## src/rtl/ray_hit_point.sv

```systemverilog
// Reconstructs the world-space ray/wall hit point ori + p*dir and its maze cell.
// Both axes share one 18-step serial shift-add multiply, with valid/ready on each side.
module ray_hit_point #(
    parameter int FRAC       = 8,
    parameter int CELL_SHIFT = 6
) (
    input  logic               clk,
    input  logic               rst_n,
    input  logic               in_valid,
    output logic               in_ready,
    input  logic [18:0]        p,
    input  logic signed [9:0]  dir_x,
    input  logic signed [9:0]  dir_y,
    input  logic signed [9:0]  ori_x,
    input  logic signed [9:0]  ori_y,
    output logic               out_valid,
    input  logic               out_ready,
    output logic signed [21:0] hit_x,
    output logic signed [21:0] hit_y,
    output logic signed [15:0] cell_x,
    output logic signed [15:0] cell_y,
    output logic               no_hit
);

    typedef enum logic [1:0] {S_IDLE, S_MUL, S_FIN, S_DONE} state_t;

    state_t              r_state;
    state_t              w_state_nxt;
    logic [17:0]         r_m;
    logic [27:0]         r_add_x;
    logic [27:0]         r_add_y;
    logic [27:0]         r_acc_x;
    logic [27:0]         r_acc_y;
    logic                r_neg_x;
    logic                r_neg_y;
    logic signed [9:0]   r_ori_x;
    logic signed [9:0]   r_ori_y;
    logic                r_nohit;
    logic [4:0]          r_cnt;
    logic signed [21:0]  r_hit_x;
    logic signed [21:0]  r_hit_y;
    logic signed [15:0]  r_cell_x;
    logic signed [15:0]  r_cell_y;
    logic                r_no_hit;
    logic                w_accept;
    logic signed [21:0]  w_hit_x;
    logic signed [21:0]  w_hit_y;

    // -512 maps to 512, which still fits the 10-bit unsigned magnitude.
    function automatic logic [9:0] abs10(input logic signed [9:0] d);
        logic [9:0] u;
        u = d;
        return u[9] ? (~u + 10'd1) : u;
    endfunction

    function automatic logic [19:0] trunc_mag(input logic [27:0] acc);
        return 20'(acc >> FRAC);
    endfunction

    function automatic logic signed [21:0] apply_sign(input logic signed [9:0] ori,
                                                      input logic neg,
                                                      input logic [19:0] mag);
        logic signed [21:0] o;
        logic signed [21:0] m;
        o = {{12{ori[9]}}, ori};
        m = {2'b00, mag};
        return neg ? (o - m) : (o + m);
    endfunction

    function automatic logic signed [15:0] cell_of(input logic signed [21:0] h);
        return 16'(h >>> CELL_SHIFT);
    endfunction

    assign in_ready  = (r_state == S_IDLE) && rst_n;
    assign w_accept  = in_valid && in_ready;
    assign out_valid = (r_state == S_DONE);
    assign w_hit_x   = apply_sign(r_ori_x, r_neg_x, trunc_mag(r_acc_x));
    assign w_hit_y   = apply_sign(r_ori_y, r_neg_y, trunc_mag(r_acc_y));
    assign hit_x     = r_hit_x;
    assign hit_y     = r_hit_y;
    assign cell_x    = r_cell_x;
    assign cell_y    = r_cell_y;
    assign no_hit    = r_no_hit;

    always_ff @(posedge clk) begin
        if (!rst_n) begin
            r_state <= S_IDLE;
        end else begin
            r_state <= w_state_nxt;
        end
    end

    always_comb begin
        w_state_nxt = r_state;
        case (r_state)
            S_IDLE:  if (w_accept) w_state_nxt = S_MUL;
            S_MUL:   if (r_cnt == 5'd17) w_state_nxt = S_FIN;
            S_FIN:   w_state_nxt = S_DONE;
            S_DONE:  if (out_ready) w_state_nxt = S_IDLE;
            default: w_state_nxt = S_IDLE;
        endcase
    end

    always_ff @(posedge clk) begin
        if (!rst_n) begin
            r_m      <= '0;
            r_add_x  <= '0;
            r_add_y  <= '0;
            r_acc_x  <= '0;
            r_acc_y  <= '0;
            r_neg_x  <= 1'b0;
            r_neg_y  <= 1'b0;
            r_ori_x  <= '0;
            r_ori_y  <= '0;
            r_nohit  <= 1'b0;
            r_cnt    <= '0;
            r_hit_x  <= '0;
            r_hit_y  <= '0;
            r_cell_x <= '0;
            r_cell_y <= '0;
            r_no_hit <= 1'b0;
        end else begin
            case (r_state)
                S_IDLE: begin
                    if (w_accept) begin
                        r_m     <= p[17:0];
                        r_add_x <= {18'd0, abs10(dir_x)};
                        r_add_y <= {18'd0, abs10(dir_y)};
                        r_neg_x <= dir_x[9];
                        r_neg_y <= dir_y[9];
                        r_ori_x <= ori_x;
                        r_ori_y <= ori_y;
                        r_nohit <= p[18];
                        r_acc_x <= '0;
                        r_acc_y <= '0;
                        r_cnt   <= '0;
                    end
                end
                // Multiplier bit i is always at r_m[0], its partial product at r_add.
                S_MUL: begin
                    if (r_m[0] && !r_nohit) begin
                        r_acc_x <= r_acc_x + r_add_x;
                        r_acc_y <= r_acc_y + r_add_y;
                    end
                    r_m     <= r_m >> 1;
                    r_add_x <= r_add_x << 1;
                    r_add_y <= r_add_y << 1;
                    r_cnt   <= r_cnt + 5'd1;
                end
                S_FIN: begin
                    r_hit_x  <= w_hit_x;
                    r_hit_y  <= w_hit_y;
                    r_cell_x <= cell_of(w_hit_x);
                    r_cell_y <= cell_of(w_hit_y);
                    r_no_hit <= r_nohit;
                end
                default: ;
            endcase
        end
    end

endmodule
```

## config.mk

```make
export PLATFORM = sky130hd
export DESIGN_NAME = ray_hit_point
export DESIGN_NICKNAME = d
export VERILOG_FILES = /design/src/rtl/ray_hit_point.sv
export SDC_FILE = /design/constraint.sdc
export NUM_CORES = 1
export LEC_CHECK = 0
export BUFFER_PORTS_ARGS = -buffer_cell sky130_fd_sc_hd__buf_2
export CORE_MARGIN = 5
export CORE_UTILIZATION = 64
export DETAILED_ROUTE_END_ITERATION = 10
export PLACE_DENSITY = 0.88
export SYNTH_ARGS = -nofsm -noshare
export SYNTH_HDL_FRONTEND = slang
export SYNTH_SLANG_ARGS = --single-unit
```

## constraint.sdc

```tcl
create_clock -name clk -period 7.1 [get_ports clk]
set_input_delay 1.42 -clock clk [delete_from_list [all_inputs] [get_ports clk]]
set_output_delay 1.42 -clock clk [all_outputs]
set_load 0.02 [all_outputs]
```

==> results of run 1 <==
[synthesized netlist by cell type (12+ instances only)]
master	count	area share
dfxtp_1	205	0.30
nand2_1	196	0.054
ha_1	107	0.098
nor2b_1	103	0.047
o21ai_0	91	0.033
nor2_1	87	0.024
a21oi_1	85	0.031
xnor2_1	84	0.054
clkbuf_1	68	0.019
a22oi_1	58	0.032
nand3_1	57	0.021
inv_1	44	0.012
mux2i_1	44	0.032
xor2_1	39	0.025
a21o_1	38	0.021
buf_4	32	0.018
nor3_1	31	0.011
o211a_1	29	0.021
nand2b_1	20	0.0092
a21boi_0	16	0.0088
o211ai_1	14	0.0077
o21a_1	14	0.0077
nand4_1	13	0.0060
o21bai_1	13	0.0072
and2_1	12	0.0055
[registers in the layout (all words and copies together), names as in the netlist]
register and count:
hit_x 22, hit_y 22, no_hit 1, r_acc_x 28, r_acc_y 28, r_add_x 28, r_add_y 28, r_cnt 5
r_m 18, r_neg_x 1, r_neg_y 1, r_nohit 1, r_ori_x 10, r_ori_y 10, r_state 2
[power groups by stage]
stage | combinational, W | clock [W] | sequential (W)
floorplan | 0.00125 | 0 | 0.00146
global placement | 0.00157 | 0 | 0.00144
detailed placement | 0.00162 | 0 | 0.00145
CTS | 0.00164 | 0.00125 | 0.00143
global route | 0.00181 | 0.00130 | 0.00145
finish | 0.00165 | 0.00124 | 0.00143
[worst max path at each step]
stage | start | end | slack [ps] | depth (start not counted)
2_1_floorplan | r_neg_y | hit_y[21] | 3350 | 14
3_3_place_gp | r_acc_x[10] | hit_x[18] | 2990 | 13
3_5_place_dp | r_acc_x[10] | hit_x[20] | 2830 | 14
4_1_cts | r_acc_x[10] | hit_x[20] | 2750 | 14
5_1_grt | r_acc_x[10] | hit_x[18] | 2350 | 13
6_report | r_acc_x[10] | hit_x[20] | 2620 | 14
[cell usage in the layout, fill, tap and decap left out, types with 12 or more instances in the layout]
cell       instances
inv_1             44
nand2_1          196
o211a_1           29
ha_1             105
nor2b_1          103
buf_2            140
nor2_1            86
o21ai_0           91
buf_4             13
xnor2_1           84
a21oi_1           84
o211ai_1          14
a21boi_0          16
nand3_1           57
a21o_1            38
a22oi_1           58
and2_1            12
o21a_1            14
nor3_1            31
nand2b_1          20
dfxtp_1          205
o21bai_1          13
clkbuf_16         25
nand4_1           13
xor2_1            39
mux2i_1           44
[cell type report]
type	count	area [um2]
Clock buffer	33	696
Clock inverter	11	105
Fill cell	1511	5960
Inverter	44	165
Multi-Input combinational cell	1292	8850
Sequential cell	205	4100
Tap cell	275	344
Timing Repair Buffer	153	798
[cell families after synthesis]
group / Yosys count / synth area share
adder cells (fa/ha/maj): 111 / 0.104
multiplexers: 44 / 0.0323
XOR/XNOR: 123 / 0.0790
AO/OA/AOI/OAI: 446 / 0.229
flip-flops: 205 / 0.301
AND/OR/NAND/NOR: 568 / 0.203
buffers and inverters: 154 / 0.0512
[tightest hold or removal path: stages, from the launching register on]
cell and delay [ps]:
dfxtp_1 310, nand3_1 60, nand2_1 50
[metrics by stage]
stage / cell area (um2) / setup slack (ps) / total power, W
after floorplan: 13600 / 3350 / 0.00271
after global placement: 14300 / 2990 / 0.00302
after detailed placement: 14300 / 2830 / 0.00308
after CTS: 15100 / 2750 / 0.00432
after global routing: 15100 / 2350 / 0.00456
final: 15100 / 2620 / 0.00432
[per-layer routing]
metal,vias up,track usage,part of all wire
met2,442,0.450,0.47
met3,92,0.0338,0.069
met1,5855,0.350,0.43
met5,-,0,0
met4,0,0.105,0.037
li1,6020,-,-
==> results.yml, run 1 <==
clock_tree:
  clkSlewWorstSetupHoldPaths_ps: 60
  cts_resized: 0
  cts_hold_buf: 0
  clock_latency_at_the_later_pin_of_the_worst_skew_pair_ps: 510
  clock_tree.htree_level_count: 1
  clock_sink_count: 205
  postCtsSetupRepairBufs: 0
  cts_root_buffer: "clkbuf_16"
  tritoncts.num_buffers: 24
  cts_tree: "done"
  clk_path_buf_depth: 3
worst_setup_path:
  rrSetupSlack_ps: 2620
  slowest_cp_cell: "nor4b_1"
  critPathBufInv: 0
  r2r.worst_path.cells: 14
  cp_data_arrival_time_ps: 4910
  crit_family: "simple AND/OR/NAND/NOR gates"
  startpoint_type: "register"
  max_stage_delay_ps: 960
  criticalPathCategory: "reg2reg"
  crit_path_end_kind: "register"
  rr_endpoint: "hit_x[20]"
  cp_max_fo: 7
  critical_path.cell_chain: "nor4_1 > nor4b_1 > a21oi_1 > xnor2_1 > ha_1 > and3_1 > nand2_1 > o21bai_1 > o41a_1 > a41o_1 > nor4_1 > nor4b_1 > nand4b_1 > o211ai_1"
  rr_startpoint: "r_acc_x[10]"
  required_ps: 7530
global_routing:
  number_of_antenna_violations_at_the_first_check_in_global_routing: 0
  grt_max_degree: 86
  grt_usage: 0.268
  global_route_wire_length_before_repair_um: 55700
  grt-ovfl-total: 0
  grt_pass1_vias: 11700
place:
  post-place-cells: 1969
  post-dp-hpwl_um: 24400
  placement.io_buffers: 141
  place.gp.congestion: 0.962
timing:
  clock.fmax_mhz: 223
  timing.max_slew.rel_slack: 0.235
  worst_clock_skew_ps: 10.3
  grt_setup_unrepaired: "false"
  post-route-min-period_ps: 4480
  maxSlewViolCount: 0
  hold_slack_ps: 463
  timing.final.hold_violations: 0
  post_route_setup_tns_ps: 0
  worst_slew_pin_slew_ps: 1130
  final_min_period_over_clock_period: 0.631
  setup_violations: 0
cells_and_area:
  stdcell_count: 2013
  antenna_cells: 0
  areaGrowthSynthToFinish_pct: 10.5
  final_net_count: 1894
  final_layout_size_suffix_gt1_frac: 0.124
  final_core_util: 0.717
logic_synthesis:
  syn_nets: 1825
  synth_seq_cells: 205
  yosysWarningCount: 0
  yosysSeqAreaShare: 0.301
  netlist_instances: 1651
  async_flop_share: 0
  netlist_area_um2: 13600
  edff_count_synth: 0
  synth.distinct_cells: 72
  synth_ff_type: "dfxtp_1"
  syn_avg_cell_area_um2: 8.26
run:
  maxCapViolCount: 0
floorplan:
  design.die.area_um2: 24300
  core_area_um2: 21000
  rows: 53
  boundaryPins: 142
  die_width_um: 156
  die_height_um: 156
  start_util: 0.648
power_and_ir_drop:
  seq_power_share: 0.331
  power.switching_w: 0.00163
  clockPowerShare: 0.286
  max_rail_drop_vdd_mv: 0.149
  p_per_area_nw_per_um2: 287
  power_report.internal_total_w: 0.00269
  cellLeakagePower_nw: 6.67
  switching_share: 0.377
  combPwrFrac: 0.382
worst_hold_path:
  hold_class: "reg2reg"
  min_to: "r_ori_y[8]"
  worst_hold_path.num_cells: 2
  hold_path_startpoint: "r_ori_y[8]"
route:
  ant_nets: 0
  drcViolationCount: 0
  routedWlPerCell_um: 16.8
  drt_pass1_iterations: 5
  vias_cell: 6.16
  routed_wl_um: 33900
  vias: 12400
  detail_route.iter0.violations: 873
status:
  run_status: "finished, final reports clean"
(Power assumes the default switching activity.)
==> run 2, diff against run 1 <==
ABC_AREA = 1   (was unset)
CORE_UTILIZATION = 61   (was 64)
PLACE_DENSITY = 0.84   (was 0.88)
clock period = 4.4 ns   (was 7.1 ns; I/O delays follow)
==> results.yml, run 2 <==
route:
  routedWlPerCell_um: 14.5
  vias_cell: 5.43
  routed_wl_um: 43200
  drcViolationCount: 0
  vias: 16200
  detail_route.iter0.violations: 1284
  ant_nets: 0
  drt_pass1_iterations: 5
logic_synthesis:
  yosysTopAreaCell: "dfxtp_1"
  post_synthesis_simple_gate_area_fraction: 0.344
  syn_avg_cell_area_um2: 6.05
  netlist_instances: 2563
  edff_count_synth: 0
  synth.distinct_cells: 39
  synth-compound-area-share: 0.151
  synth_xor_area_frac: 0.0322
  yosysSeqAreaShare: 0.265
  synth_area_leaders: "dfxtp_1 26%, nand2_1 19%, ha_1 8.6%"
  synth_largest_type_area_fraction: 0.265
  synth_ff_type: "dfxtp_1"
  yosys-mux-area-fraction: 0
  yosysMostFrequentCell: "nand2_1"
  synth-adder-area-share: 0.0915
  ys_top_cells_by_count: "786 x nand2_1, 334 x inv_1, 267 x nor2_1"
  yosysWarningCount: 0
  netlist_area_um2: 15500
  synth_seq_cells: 205
  async_flop_share: 0
  synth_top_family_by_area: "simple AND/OR/NAND/NOR gates"
  syn_nets: 2737
global_routing:
  grt-ovfl-total: 0
  global_route_wire_length_before_repair_um: 70400
  grt_max_degree: 63
  grt_usage: 0.290
  number_of_antenna_violations_at_the_first_check_in_global_routing: 0
  grt_pass1_vias: 15000
cells_and_area:
  stdcell_count: 2983
  areaGrowthSynthToFinish_pct: 9.52
  commonest_non_fill_non_tap_cell_in_the_layout: "nand2_1"
  antenna_cells: 0
  final_net_count: 2812
  filler_cell_count: 2355
  final_layout_size_suffix_gt1_frac: 0.0799
  layout.cells.most_common_list: "786 x nand2_1, 333 x inv_1, 267 x nor2_1, 245 x a21oi_1, 205 x dfxtp_1"
floorplan:
  boundaryPins: 142
  die_width_um: 169
  die_height_um: 169
  start_util: 0.618
  core_area_um2: 25100
  design.die.area_um2: 28700
  rows: 58
timing:
  grt_setup_unrepaired: "false"
  hold_slack_ps: 461
  worst_slew_pin_slew_ps: 1140
  timing.max_slew.rel_slack: 0.243
  timing.final.hold_violations: 0
  clock.fmax_mhz: 304
  final_min_period_over_clock_period: 0.747
  post_route_setup_tns_ps: 0
  setup_violations: 0
  maxSlewViolCount: 0
  worst_clock_skew_ps: 20.1
  post-route-min-period_ps: 3290
place:
  placement.io_buffers: 141
  post-place-cells: 2943
  post-dp-hpwl_um: 33000
  place.gp.congestion: 0.976
worst_hold_path:
  hold_class: "reg2reg"
  hold_path_startpoint: "r_ori_x[0]"
clock_tree:
  clock_tree.htree_level_count: 1
  tritoncts.num_buffers: 23
  clock_sink_count: 205
  cts_resized: 0
  postCtsSetupRepairBufs: 0
  cts_hold_buf: 0
  cts_tree: "done"
  clock_latency_at_the_later_pin_of_the_worst_skew_pair_ps: 530
  clk_path_buf_depth: 3
  cts_root_buffer: "clkbuf_16"
  clkSlewWorstSetupHoldPaths_ps: 60
worst_setup_path:
  rrSetupSlack_ps: 1110
  rr_startpoint: "r_acc_x[8]"
  slowest_cp_cell: "dfxtp_1"
  rr_endpoint: "hit_x[20]"
  r2r.worst_path.cells: 16
  required_ps: 4820
  max_stage_delay_ps: 400
  startpoint_type: "register"
  cp_max_fo: 5
  endpoint: "hit_x[20]"
  crit_family: "simple AND/OR/NAND/NOR gates"
  critPathBufInv: 3
  criticalPathCategory: "reg2reg"
  crit_path_end_kind: "register"
  cp_num_cells: 16
  cp_data_arrival_time_ps: 3700
  critPathLaunch: "r_acc_x[8]"
  critical_path.cell_chain: "inv_1 > nand3_1 > nor3_1 > nand2_1 > o21ai_0 > o21a_1 > xor2_1 > inv_1 > ha_1 > nand2_1 > nor3_1 > nand4_1 > nand4_1 > nand3_1 > nand2_1 > inv_1"
power_and_ir_drop:
  max_rail_drop_vdd_mv: 0.402
  total_power_w: 0.00790
  p_per_area_nw_per_um2: 465
  cellLeakagePower_nw: 8.84
status:
  run_status: "finished, final reports clean"
run:
  maxCapViolCount: 0
-- run 2: changes by cell type in the layout (fill, tap and decap cells not counted), sizes merged, moves of 58 or more --
| cell | delta |
|---|---|
| a21oi | +160 |
| inv | +297 |
| a22oi | -58 |
| nand2 | +592 |
| nand3 | +119 |
| xnor2 | -75 |
| nor2 | +183 |
| nor2b | -103 |
-- run 2: through the flow --
step           instance area, um2  setup WS (ps)  utilization
6_report                    17000           1110        0.676
5_1_grt                     17000            750        0.676
4_1_cts                     17000           1180        0.676
3_5_place_dp                16200           1200        0.645
3_3_place_gp                16200           1260        0.645
2_1_floorplan               15500           1730            -
-- run 2: power breakdown --
group	internal, W	switching (W)	leakage, nW
clock	0.00123	0.000806	0.386
sequential	0.00217	0.000245	1.67
combinational	0.00111	0.00233	6.79
total	0.00451	0.00338	8.84
-- run 2: cell families (layout without fill, tap and decap cells) --
logic type	count (synthesis)	in the layout
buf+inv	443	533
flops	205	205
compound gates	440	440
simple gates	1307	1307
fa+ha+maj	111	111
xor+xnor	57	57
-- run 2: worst reg2reg max path, delay by kind of cell, from the launching register on --
| kind | cells | cell delay (ps) |
|---|---|---|
| simple gates | 9 | 1540 |
| compound gates | 2 | 520 |
| flops | 1 | 400 |
| fa+ha+maj | 1 | 380 |
| buf+inv | 3 | 220 |
| xor+xnor | 1 | 140 |
-- run 2: final cells by class --
cell class / count / area (um2) / area share
inverter: 341 / 1290 / 0.0758
timing repair buffer: 152 / 788 / 0.0464
clock inverter: 10 / 136 / 0.00803
tap: 330 / 413 / 0.0243
multi-input combinational: 1915 / 9590 / 0.565
clock buffer: 30 / 662 / 0.0390
sequential: 205 / 4100 / 0.242
-- run 2: worst min-delay path by stage --
stage / cells after the start / end / slack [ps]
floorplan: 2 / r_ori_x[0] / 430
global placement: 2 / r_ori_y[0] / 450
detailed placement: 2 / r_ori_x[0] / 460
CTS: 2 / r_ori_x[0] / 470
global route: 2 / r_acc_x[0] / 480
finish: 2 / r_ori_x[0] / 460
-- run 2: layer usage --
metal | global-route usage | share of wire
met1 | 0.393 | 0.45
met2 | 0.491 | 0.46
met3 | 0.0417 | 0.076
met4 | 0.0648 | 0.019
met5 | 0 | 0
